## config.mk

```make
export PLATFORM = sky130hd
export DESIGN_NAME = contador_regressivo
export DESIGN_NICKNAME = d
export VERILOG_FILES = /design/src/rtl/contador_regressivo.sv
export SDC_FILE = /design/constraint.sdc
export NUM_CORES = 1
export LEC_CHECK = 0
export BUFFER_PORTS_ARGS = -buffer_cell sky130_fd_sc_hd__buf_2
export CAP_MARGIN = 20
export CORE_ASPECT_RATIO = 0.6
export CORE_MARGIN = 1.5
export CORE_UTILIZATION = 38
export CTS_CLUSTER_SIZE = 8
export DETAILED_ROUTE_END_ITERATION = 12
export GPL_TIMING_DRIVEN = 1
export PLACE_DENSITY_LB_ADDON = 0.08
export REMOVE_ABC_BUFFERS = 1
export SYNTH_ARGS = -nofsm -noshare
export SYNTH_HDL_FRONTEND = slang
export SYNTH_SLANG_ARGS = --single-unit
export TNS_END_PERCENT = 5
```

## constraint.sdc

```tcl
create_clock -name clk -period 2.7 [get_ports clk]
set_clock_uncertainty 0.05 [all_clocks]
set_input_delay 0.54 -clock clk [delete_from_list [all_inputs] [get_ports clk]]
set_output_delay 0.54 -clock clk [all_outputs]
set_load 0.005 [all_outputs]
```

## src/rtl/contador_regressivo.sv

```systemverilog
// BCD M:SS countdown timer (0:00-9:59) with one-step-per-DIV_TICK prescaler and expiry flags.
// Optional expiry alarm pulse is enabled by defining CONTADOR_ALARME_EN.
module contador_regressivo #(
    parameter int DIV_TICK = 50_000_000
) (
    input  logic       clk,
    input  logic       reset,
    input  logic       Start,
    input  logic       Stop,
    input  logic       Load,
    input  logic [3:0] LoadMin,
    input  logic [3:0] LoadDez,
    input  logic [3:0] LoadSeg,
    output logic [3:0] Minutos,
    output logic [3:0] DezenaSeg,
    output logic [3:0] Segundos,
    output logic       Rodando,
    output logic       Zero,
    output logic       Alarme
);

    localparam int PW = $clog2(DIV_TICK);
    localparam logic [PW-1:0] PRESC_MAX = PW'(DIV_TICK - 1);

    typedef enum logic [1:0] {PARADO, CONTANDO, PAUSADO, FIM} state_t;

    state_t        state_reg, state_next;
    logic [3:0]    min_reg, min_next, dez_reg, dez_next, seg_reg, seg_next;
    logic [PW-1:0] presc_reg, presc_next;
    logic          tick, time_zero, dec_zero;
    logic [3:0]    min_ld, dez_ld, seg_ld;
    logic [3:0]    min_dec, dez_dec, seg_dec;
`ifdef CONTADOR_ALARME_EN
    logic          alarme_reg, alarme_next;
    logic [2:0]    alarm_cnt_reg, alarm_cnt_next;
`endif

    assign tick      = (presc_reg == PRESC_MAX);
    assign time_zero = (min_reg == 4'd0) && (dez_reg == 4'd0) && (seg_reg == 4'd0);
    assign min_ld    = (LoadMin > 4'd9) ? 4'd9 : LoadMin;
    assign dez_ld    = (LoadDez > 4'd5) ? 4'd5 : LoadDez;
    assign seg_ld    = (LoadSeg > 4'd9) ? 4'd9 : LoadSeg;

    // Borrow chain; only used when the current time is nonzero.
    always_comb begin
        seg_dec = seg_reg - 4'd1;
        dez_dec = dez_reg;
        min_dec = min_reg;
        if (seg_reg == 4'd0) begin
            seg_dec = 4'd9;
            if (dez_reg != 4'd0) begin
                dez_dec = dez_reg - 4'd1;
            end else begin
                dez_dec = 4'd5;
                min_dec = min_reg - 4'd1;
            end
        end
    end

    assign dec_zero = (min_dec == 4'd0) && (dez_dec == 4'd0) && (seg_dec == 4'd0);

    always_comb begin
        state_next = state_reg;
        min_next   = min_reg;
        dez_next   = dez_reg;
        seg_next   = seg_reg;
        presc_next = presc_reg;
`ifdef CONTADOR_ALARME_EN
        alarme_next    = alarme_reg;
        alarm_cnt_next = alarm_cnt_reg;
`endif
        case (state_reg)
            PARADO: begin
                if (Load) begin
                    min_next   = min_ld;
                    dez_next   = dez_ld;
                    seg_next   = seg_ld;
                    presc_next = '0;
                end else if (!Stop && Start && !time_zero) begin
                    state_next = CONTANDO;
                end
            end
            CONTANDO: begin
                if (Stop) begin
                    state_next = PAUSADO;
                end else begin
                    presc_next = tick ? '0 : presc_reg + 1'b1;
                    if (tick) begin
                        min_next = min_dec;
                        dez_next = dez_dec;
                        seg_next = seg_dec;
                        if (dec_zero) begin
                            state_next = FIM;
`ifdef CONTADOR_ALARME_EN
                            alarme_next    = 1'b1;
                            alarm_cnt_next = 3'd0;
`endif
                        end
                    end
                end
            end
            PAUSADO: begin
                if (Load) begin
                    state_next = PARADO;
                    min_next   = min_ld;
                    dez_next   = dez_ld;
                    seg_next   = seg_ld;
                    presc_next = '0;
                end else if (Stop) begin
                    state_next = PARADO;
                    min_next   = 4'd0;
                    dez_next   = 4'd0;
                    seg_next   = 4'd0;
                    presc_next = '0;
                end else if (Start && !time_zero) begin
                    state_next = CONTANDO;
                end
            end
            default: begin // FIM
                if (Load || Stop) begin
                    state_next = PARADO;
                    presc_next = '0;
                    if (Load) begin
                        min_next = min_ld;
                        dez_next = dez_ld;
                        seg_next = seg_ld;
                    end
`ifdef CONTADOR_ALARME_EN
                    alarme_next = 1'b0;
`endif
                end
`ifdef CONTADOR_ALARME_EN
                // Alarm lasts five prescaler periods after expiry.
                else if (alarme_reg) begin
                    presc_next = tick ? '0 : presc_reg + 1'b1;
                    if (tick) begin
                        if (alarm_cnt_reg == 3'd4) alarme_next = 1'b0;
                        else alarm_cnt_next = alarm_cnt_reg + 3'd1;
                    end
                end
`endif
            end
        endcase
    end

    always_ff @(posedge clk) begin
        if (reset) begin
            state_reg <= PARADO;
            min_reg   <= 4'd0;
            dez_reg   <= 4'd0;
            seg_reg   <= 4'd0;
            presc_reg <= '0;
`ifdef CONTADOR_ALARME_EN
            alarme_reg    <= 1'b0;
            alarm_cnt_reg <= 3'd0;
`endif
        end else begin
            state_reg <= state_next;
            min_reg   <= min_next;
            dez_reg   <= dez_next;
            seg_reg   <= seg_next;
            presc_reg <= presc_next;
`ifdef CONTADOR_ALARME_EN
            alarme_reg    <= alarme_next;
            alarm_cnt_reg <= alarm_cnt_next;
`endif
        end
    end

    assign Minutos   = min_reg;
    assign DezenaSeg = dez_reg;
    assign Segundos  = seg_reg;
    assign Rodando   = (state_reg == CONTANDO);
    assign Zero      = (state_reg == FIM);
`ifdef CONTADOR_ALARME_EN
    assign Alarme    = alarme_reg;
`else
    assign Alarme    = 1'b0;
`endif

endmodule

```

==> metrics.md <==
| Metric | Value |
|---|---|
| Post_cts resized | `0` |
| Crit-path max FO | `9` |
| Crit path largest cell delay | `0.46 ns` |
| Maximum VDD drop | `0.206 mV` |
| Synthesis-to-finish area growth | `15.3%` |
| Final Net Count | `367` |
| Synth Flop Type | `dfxtp_1` |
| Worst EP required | `2.88 ns` |
| Post-layout util | `0.454` |
| Min cycle time layout | `2.37 ns` |
| Period utilization | `0.876` |
| Synth top area share | `0.333` |
| Hold/Removal Path Class | `reg2reg` |
| Xor-xnor portion of the synthesized cell area | `0.0728` |
| Compound-Gate Fraction of Synth Area | `0.178` |
| Area leader, netlist | `dfxtp_1` |
| Post-synthesis mux area share | `0.00832` |
| Post-route ant nets | `0` |
| Via count | `2265` |
| Combinational family with the most area after synthesis | `simple AND/OR/NAND/NOR gates` |
| FF+latch count, synth | `40` |
| Slowest cell on crit path | `nor4b_4` |
| Filler cells | `651` |
| Total global-route track usage | `0.196` |
| Synth warnings | `0` |
| Total routed wirelength | `6.29 mm` |
| GPL Wtd Cong | `0.832` |
| Initial antenna violation count | `0` |
| Startpoint types | `flop` |
| Core area | `6110 µm²` |
| I/O pin total | `32` |
| Status | `finished clean` |
| Final Hold Viols | `0` |
| GRT overflow | `0` |
| Global-route wire length before repair | `10.4 mm` |
| Synth top area cells | `dfxtp_1, nor2_1, ha_1` |
| Mapped Area | `2410 µm²` |
| Final setup vio count | `0` |
| Number of remaining DRC errors | `0` |
| Commonest non-fill, non-tap cell in the layout | `dfxtp_1` |
| Worst-path clk slew | `0.08 ns` |
| Number of setup buffers added after CTS | `0` |
| Drt wl/cell | `14.8 µm` |
| P per Cell Area | `652 nW/µm²` |
| H-tree depth | `2` |
| Post-synth EDFFs | `0` |
| Worst setup path class | `reg2reg` |
| Simple-gate share of the synthesized area | `0.313` |
| Cell family contributing the most delay on the critical path | `simple AND/OR/NAND/NOR gates` |
| Footprint of the multi-input gates | `1520 µm²` |
| Diode count | `0` |
| PortBufs | `30` |
| Avg Cell Area, Syn | `7.87 µm²` |
| Root Buffer | `clkbuf_8` |
| CP Cell Sequence | `inv_1 -> ha_1 -> nor4b_4 -> nand3_1 -> xor2_1 -> nand4bb_1 -> a311oi_2 -> mux2i_1` |
| Vert. Die Dim | `64.7 µm` |
| Relative slew margins | `0.611` |
| Leakage | `1.02 nW` |
| Worst Path Arrival | `2.54 ns` |
| CTS Hold Bufs | `0` |
| CTS Buf Count | `5` |
| Adder-cell share of the synthesized area | `0.0572` |
| Yosys cell types | `54` |
| Sequential Area | `801 µm²` |
| RSZ-0062 raised after global routing | `false` |
| CTS tree | `done` |
| Layout cells sized above 1 | `0.141` |
| Worst Setup End Kind | `flop` |
| Slew @ Worst Pin | `0.578 ns` |
| Clk_lat worst skew | `0.30 ns` |
| Max-cap violations | `0` |
| Final Max Slew Viols | `0` |
| Drt via density | `5.34` |
| Std-Cell Rows | `22` |
| Commonest cells after routing, fill and taps aside | `dfxtp_1, nor2_1, buf_2` |
| Cell count after synthesis | `306` |
| Initial detailed-routing violation count | `125` |
| CTS sink count | `40` |
| Pin count of the biggest net entering global routing | `24` |
| Die width | `106 µm` |
| Largest register FFs | `26` |
| DR pass1 iterations | `4` |
| Buf/Inv on CP | `1` |
| Vias in the first global route | `1976` |
| Starting Density | `0.394` |
| Hpwl dp | `4.75 mm` |
| Max frequency | `0.423 GHz` |
| Clk buf depth | `2` |
| Register area share after synthesis | `0.333` |
| Setup TNS | `0 ns` |
| Die ar. | `6840 µm²` |
| Asr flop ratio synth | `0` |
-- tightest hold or removal path: stages (launching register included) --
cell and delay [ns]:
dfxtp_1 0.32, o21ai_0 0.06, a21oi_1 0.06
-- synthesized netlist by cell type (all sizes together), types with 2 or more instances --
cell type / instances
nand3: 11
o22ai: 2
xnor2: 13
a211oi: 9
clkbuf: 7
nor3: 16
a21oi: 19
nor2b: 4
or3: 5
nand2b: 3
a311oi: 3
inv: 11
nand4b: 2
nor4: 5
and4: 2
nor2: 39
o21ai: 23
dfxtp: 40
buf: 4
nor4b: 3
nand2: 22
mux2i: 2
nand4: 7
and2: 4
nor3b: 2
ha: 11
xor2: 7
and3: 9
o211ai: 2
-- per-layer routing --
| metal | up-vias | GRT usage | routed length (µm) |
|---|---|---|---|
| met5 | - | 0 | 0 |
| met4 | 0 | 0.0557 | 26 |
| met3 | 2 | 0.0392 | 312 |
| met2 | 50 | 0.235 | 2210 |
| met1 | 1050 | 0.328 | 3740 |
| li1 | 1163 | - | - |
-- report_power, final --
group | internal (W) | switching, W | leakage [nW]
registers | 0.000630 | 0.0000607 | 0.325
clock network | 0.000274 | 0.000215 | 0.0552
logic | 0.000253 | 0.000377 | 0.641
-- final timing paths --
| check | from | to | slack [ns] | cells after the start |
|---|---|---|---|---|
| max reg2reg | Segundos[0] | state_reg[0] | 0.33 | 8 |
| min reg2reg | presc_reg[14] | presc_reg[14] | 0.44 | 2 |
| min | presc_reg[14] | presc_reg[14] | 0.44 | 2 |
| max | Segundos[0] | state_reg[0] | 0.33 | 8 |
-- area by class of cell --
type,count,area share
flip-flops and latches,40,0.288
clock buffers,6,0.0261
clock inverters,2,0.0126
multi-input cells,244,0.547
inverters,11,0.0149
well taps,84,0.0379
repair buffers,37,0.0730
-- logic make-up (layout without fill, tap and decap cells) --
kind of cell / Yosys count / count (layout)
AOI/OAI and AO/OA: 69 / 69
xor gates and xnor gates: 20 / 20
adders and majority gates: 11 / 11
buffers and inverters: 22 / 56
DFF: 40 / 40
muxes: 2 / 2
other: 1 / 1
and+or+nand+nor: 141 / 141
-- stage by stage --
| stage | instances | instance area [µm²] | hold WS (ns) | total power [W] | setup WS, ns |
|---|---|---|---|---|---|
| final | 424 | 2780 | 0.438 | 0.00181 | 0.334 |
| after floorplan | 295 | 2360 | 0.404 | 0.00110 | 0.448 |
| after CTS | 424 | 2780 | 0.438 | 0.00182 | 0.328 |
| after global routing | 424 | 2780 | 0.491 | 0.00193 | 0.0927 |
| after global placement | 416 | 2670 | 0.417 | 0.00133 | 0.394 |
| after detailed placement | 416 | 2670 | 0.426 | 0.00133 | 0.355 |
Power figures use the tool's default switching activity.
